## src/rtl/noc_local_ingress.sv

```systemverilog
`timescale 1ns/1ps
`default_nettype none
// +--------------------------------------------------------------------------+
// | noc_local_ingress: router-side NI flit link endpoint. It buffers flits,    |
// | checks the header and wormhole-locks each packet onto one of 4 ports.     |
// | Optional macro: NOC_INGRESS_BAD_HDR_DROP_EN (drop bad-header packets).    |
// | Revision: 1.0                                                             |
// +--------------------------------------------------------------------------+
module noc_local_ingress #(
  parameter int         DEPTH      = 8,
  parameter logic [5:0] HDR_PREFIX = 6'b101111,
  parameter logic [7:0] TAIL_FLIT  = 8'hFF,
  parameter int         MAX_DATA   = 4
) (
  input  logic       clk,
  input  logic       rst_n,
  input  logic [7:0] flit_in,
  input  logic       flit_in_valid,
  output logic       noc_ready,
  output logic [7:0] out_flit,
  output logic [3:0] out_valid,
  input  logic [3:0] out_ready,
  output logic       err_hdr,
  output logic       err_len,
  output logic       pkt_done
);

  localparam int AW = $clog2(DEPTH);
  localparam int CW = AW + 1;
  localparam int DW = $clog2(MAX_DATA + 1);

  typedef enum logic [1:0] {
    ST_IDLE = 2'd0,
    ST_FWD  = 2'd1,
    ST_DROP = 2'd2
  } state_t;

  logic [7:0]    mem_q [DEPTH];
  logic [AW-1:0] wr_ptr_q, wr_ptr_d;
  logic [AW-1:0] rd_ptr_q, rd_ptr_d;
  logic [CW-1:0] count_q, count_d;
  state_t        state_q, state_d;
  logic [1:0]    dest_q, dest_d;
  logic [DW-1:0] data_cnt_q, data_cnt_d;
  logic          hdr_seen_q, hdr_seen_d;
  logic          err_hdr_q, err_hdr_d;
  logic          err_len_q, err_len_d;
  logic          pkt_done_q, pkt_done_d;

  logic          empty, full, push, pop;
  logic [7:0]    head;

  always_comb begin
    empty     = (count_q == '0);
    full      = (count_q == CW'(DEPTH));
    head      = mem_q[rd_ptr_q];
    push      = flit_in_valid && !full;
    noc_ready = !full;
    out_flit  = empty ? 8'h00 : head;
    out_valid = (state_q == ST_FWD && !empty) ? (4'b0001 << dest_q) : 4'b0000;
  end

  // Packet control: the header is inspected in IDLE but only popped as the
  // first flit of FWD/DROP, so the downstream port always sees it.
  always_comb begin
    state_d    = state_q;
    dest_d     = dest_q;
    data_cnt_d = data_cnt_q;
    hdr_seen_d = hdr_seen_q;
    err_hdr_d  = 1'b0;
    err_len_d  = 1'b0;
    pkt_done_d = 1'b0;
    pop        = 1'b0;
    case (state_q)
      ST_IDLE: begin
        if (!empty) begin
          dest_d     = head[1:0];
          data_cnt_d = '0;
          hdr_seen_d = 1'b0;
          if (head[7:2] == HDR_PREFIX) begin
            state_d = ST_FWD;
          end else begin
            err_hdr_d = 1'b1;
`ifdef NOC_INGRESS_BAD_HDR_DROP_EN
            state_d = ST_DROP;
`else
            state_d = ST_FWD;
`endif
          end
        end
      end
      ST_FWD, ST_DROP: begin
        pop = !empty && ((state_q == ST_DROP) || out_ready[dest_q]);
        if (pop) begin
          if (!hdr_seen_q) begin
            hdr_seen_d = 1'b1;
          end else if (head == TAIL_FLIT && data_cnt_q != '0) begin
            pkt_done_d = 1'b1;
            state_d    = ST_IDLE;
          end else if (data_cnt_q == DW'(MAX_DATA)) begin
            err_len_d  = 1'b1;
            pkt_done_d = 1'b1;
            state_d    = ST_IDLE;
          end else begin
            data_cnt_d = data_cnt_q + DW'(1);
          end
        end
      end
      default: state_d = ST_IDLE;
    endcase
  end

  always_comb begin
    wr_ptr_d = push ? wr_ptr_q + AW'(1) : wr_ptr_q;
    rd_ptr_d = pop  ? rd_ptr_q + AW'(1) : rd_ptr_q;
    count_d  = count_q;
    case ({push, pop})
      2'b10:   count_d = count_q + CW'(1);
      2'b01:   count_d = count_q - CW'(1);
      default: count_d = count_q;
    endcase
  end

  always_ff @(posedge clk) begin
    if (push) begin
      mem_q[wr_ptr_q] <= flit_in;
    end
  end

  always_ff @(posedge clk or negedge rst_n) begin
    if (!rst_n) begin
      wr_ptr_q   <= '0;
      rd_ptr_q   <= '0;
      count_q    <= '0;
      state_q    <= ST_IDLE;
      dest_q     <= 2'd0;
      data_cnt_q <= '0;
      hdr_seen_q <= 1'b0;
      err_hdr_q  <= 1'b0;
      err_len_q  <= 1'b0;
      pkt_done_q <= 1'b0;
    end else begin
      wr_ptr_q   <= wr_ptr_d;
      rd_ptr_q   <= rd_ptr_d;
      count_q    <= count_d;
      state_q    <= state_d;
      dest_q     <= dest_d;
      data_cnt_q <= data_cnt_d;
      hdr_seen_q <= hdr_seen_d;
      err_hdr_q  <= err_hdr_d;
      err_len_q  <= err_len_d;
      pkt_done_q <= pkt_done_d;
    end
  end

  assign err_hdr  = err_hdr_q;
  assign err_len  = err_len_q;
  assign pkt_done = pkt_done_q;

endmodule
`default_nettype wire

```

## config.mk

```make
export PLATFORM = sky130hd
export DESIGN_NAME = noc_local_ingress
export DESIGN_NICKNAME = d
export VERILOG_FILES = /design/src/rtl/noc_local_ingress.sv
export SDC_FILE = /design/constraint.sdc
export NUM_CORES = 1
export LEC_CHECK = 0
export CAP_MARGIN = 20
export CORE_MARGIN = 5
export CORE_UTILIZATION = 45
export CTS_CLUSTER_SIZE = 10
export DETAILED_ROUTE_END_ITERATION = 10
export HOLD_SLACK_MARGIN = 0.08
export PLACE_DENSITY = 0.61
export SLEW_MARGIN = 25
export SYNTH_ARGS = -nofsm -noshare
export SYNTH_HDL_FRONTEND = slang
export SYNTH_SLANG_ARGS = --single-unit
```

## constraint.sdc

```tcl
create_clock -name clk -period 7.65 [get_ports clk]
set_input_delay 0.765 -clock clk [delete_from_list [all_inputs] [get_ports clk]]
set_output_delay 0.765 -clock clk [all_outputs]
set_load 0.02 [all_outputs]
```

==> summary.md <==
| Metric | Value |
|---|---|
| Seq cells post-synth | 84 |
| Die Ht | 101.5 um |
| Final Cycle Share | 48.31% |
| Final Instance Count excl. Fillers | 378 |
| Die ar. | 10310 um2 |
| Average size of a mapped cell | 16.04 um2 |
| CTS tree | built |
| Fin. Hold Viols | 0 |
| Vias/cell | 5.500 |
| Clk slew on worst S/H paths | 0.09 ns |
| Largest vdd supply drop | 0.1612 mV |
| Highest Signal Layer | met4 |
| Arr. time, crit path | 2.93 ns |
| Placed Area | 4159 um2 |
| Leakage power | 1.517 nW |
| Post-synth ARST share | 23.81% |
| Diodes inserted | 0 |
| R2r startpoint | count_q[1]$_DFFE_PN0P_ |
| Post-synth EDFFs | 64 |
| Largest cells by area after synthesis | edfxtp_1 51%, dfrtp_1 13%, mux4_2 8.4% |
| Placed Cells | 362 |
| Row cnt | 33 |
| PD cells | 421.6 nW/um2 |
| Worst hold margin | 0.3551 ns |
| Rel. slew slack | 33.35% |
| # hold bufs at CTS | 0 |
| CP required | 6.88 ns |
| # nets final | 290 |
| WL met3 | 409 um |
| Total CTS buffers | 9 |
| Reg2reg setup slack | 4.78 ns |
| Share of layout cells above drive strength 1 | 17.22% |
| Core box area | 8175 um2 |
| Synth Warn # | 0 |
| Die width | 101.5 um |
| Vias in the first global route | 2116 |
| Critical path type | reg -> out |
| Routability cong. | 0.7369 |
| DR WL met2 | 3470 um |
| Area growth, synth to finish | 14.80% |
| Vias | 2079 |
| Mapped Area | 3770 um2 |
| Yosys cell types | 44 |
| Area leader, netlist | edfxtp_1 |
| Reg2reg end | count_q[2]$_DFFE_PN0P_ |
| Design Area, Final | 4328 um2 |
| CTS Buffer Depth | 2 |
| GRT Total Usage | 15.18% |
| IO buf count | 30 |
| Status | completed |
| Final-report setup violation count | 0 |
| Avg WL per Cell | 18.79 um |
| Startpoint Class | flop |
| Num ports | 31 |
| Setup TNS | 0 ns |
| Most frequent cells in the layout | 64 x edfxtp_1, 29 x clkdlybuf4s50_1, 25 x nor2_1, 20 x dfrtp_1, 14 x mux4_2 |
| Worst Clk Skew | 0.01523 ns |
| Slew Limit Fails | 0 |
| Post-DP HPWL | 4870 um |
| CTS sink cnt | 84 |
| Reg2Reg Depth | 9 |
| Maxcap violations | 0 |
| Root buffer cell | clkbuf_8 |
| Total power | 1.825 mW |
| Sequential area share after synthesis | 64.25% |
| Largest net degree at the start of global routing | 21 |
| Syn_nets | 257 |
| DRT Pass-1 Iters | 4 |
| Grt total ovfl | 0 |
| Drt drc | 0 |
| Tmin final | 3.695 ns |
| Post-CTS Setup Repair Bufs | 0 |
| Worst slew pin tran | 0.9961 ns |
| CP Capture Type | primary output |
| Hold WC Path Type | in -> async |
| Filler cells | 674 |
| Synth top area share | 50.98% |
| Routed Wire Length | 7102 um |
| Routed Antenna Nets | 0 |
| First-pass GRT wire length | 11410 um |
| Ys flop type | edfxtp_1 |
| RSZ-0062 raised after global routing | false |
| Initial drt markers | 108 |
| Metal1 wirelength | 3117 um |
| Clk_lat worst skew | 0.35 ns |
| Most common cell after layout, fill and taps aside | edfxtp_1 |
| Post_cts resized | 0 |
| Antenna violations before repair | 0 |
| CTS H-tree lvls | 3 |
| Syn Inst Count | 235 |
| Initial core utilization | 46.11% |
| Peak Freq | 0.2706 GHz |
| Crit Path Max Fanout | 14 |
registers in the layout, indices dropped and copies added, names as in the netlist:
signal,cells
err_len,1
mem_q,64
count_q,4
data_cnt_q,3
dest_q,2
state_q,1
wr_ptr_q,3
pkt_done,1
rd_ptr_q,3
err_hdr,1
hdr_seen_q,1
cells by family (layout without fill, tap and decap cells):
kind of cell | count (synthesis) | count (layout) | synth area share [%]
AOI/OAI and AO/OA | 22 | 22 | 4.116
xor gates and xnor gates | 9 | 9 | 2.091
adders and majority gates | 7 | 7 | 2.323
buffers and inverters | 18 | 56 | 2.987
DFF | 84 | 84 | 64.25
muxes | 29 | 29 | 15.27
and+or+nand+nor | 66 | 66 | 8.962
area by class of cell:
class	count	area (um2)	share of cell area, %
sequential	84	2422	55.97
multi-input combinational	133	1256	29.03
timing repair buffer	33	317.8	7.343
tap	105	131.4	3.036
clock buffer	9	123.9	2.862
clock inverter	7	50.05	1.156
inverter	7	26.28	0.6071
through the flow:
step / worst slack (ns) / util [%]
2_1_floorplan: 4.897 / -
3_3_place_gp: 4.284 / 50.87
3_5_place_dp: 4.282 / 50.87
4_1_cts: 3.877 / 53.00
5_1_grt: 3.754 / 52.94
6_report: 3.955 / 52.94
synthesized netlist by cell type, types with 3 or more instances:
cell type   n
mux2i_1     3
nor2_1     25
inv_1       7
xor2_1      5
nand3_1     7
mux2i_4     4
mux4_1      3
mux4_2     14
nor3_1     10
nand2_1    12
ha_1        7
clkbuf_1    6
xnor2_1     4
edfxtp_1   64
a21oi_1     9
dfrtp_1    20
routing by layer:
layer | GRT usage (%) | vias up
li1 | - | 971
met1 | 20.29 | 1043
met2 | 23.94 | 56
met3 | 4.063 | 9
met4 | 5.726 | 0
met5 | 0 | -
worst max-delay path: stages, from the launching register on:
cell             delay, ns
dfrtp_1               0.95
mux4_2                0.59
mux2i_1               0.35
nor2_1                0.10
clkdlybuf4s50_1       0.59
worst max-delay path by stage:
| stage | startpoint | endpoint | slack, ns |
|---|---|---|---|
| floorplan | out_ready[3] | count_q[2]$_DFFE_PN0P_ | 4.90 |
| global placement | rd_ptr_q[0]$_DFFE_PN0P_ | out_flit[4] | 4.28 |
| detailed placement | rd_ptr_q[0]$_DFFE_PN0P_ | out_flit[4] | 4.28 |
| CTS | rd_ptr_q[0]$_DFFE_PN0P_ | out_flit[4] | 3.88 |
| global route | rd_ptr_q[0]$_DFFE_PN0P_ | out_flit[4] | 3.75 |
| finish | rd_ptr_q[0]$_DFFE_PN0P_ | out_flit[4] | 3.95 |
power breakdown:
part	switching, mW	internal, mW	leakage (nW)
Sequential	0.121	0.596	0.816
Combinational	0.428	0.399	0.616
Clock	0.162	0.119	0.0853
Note: power is estimated with default switching activity, not from simulation.
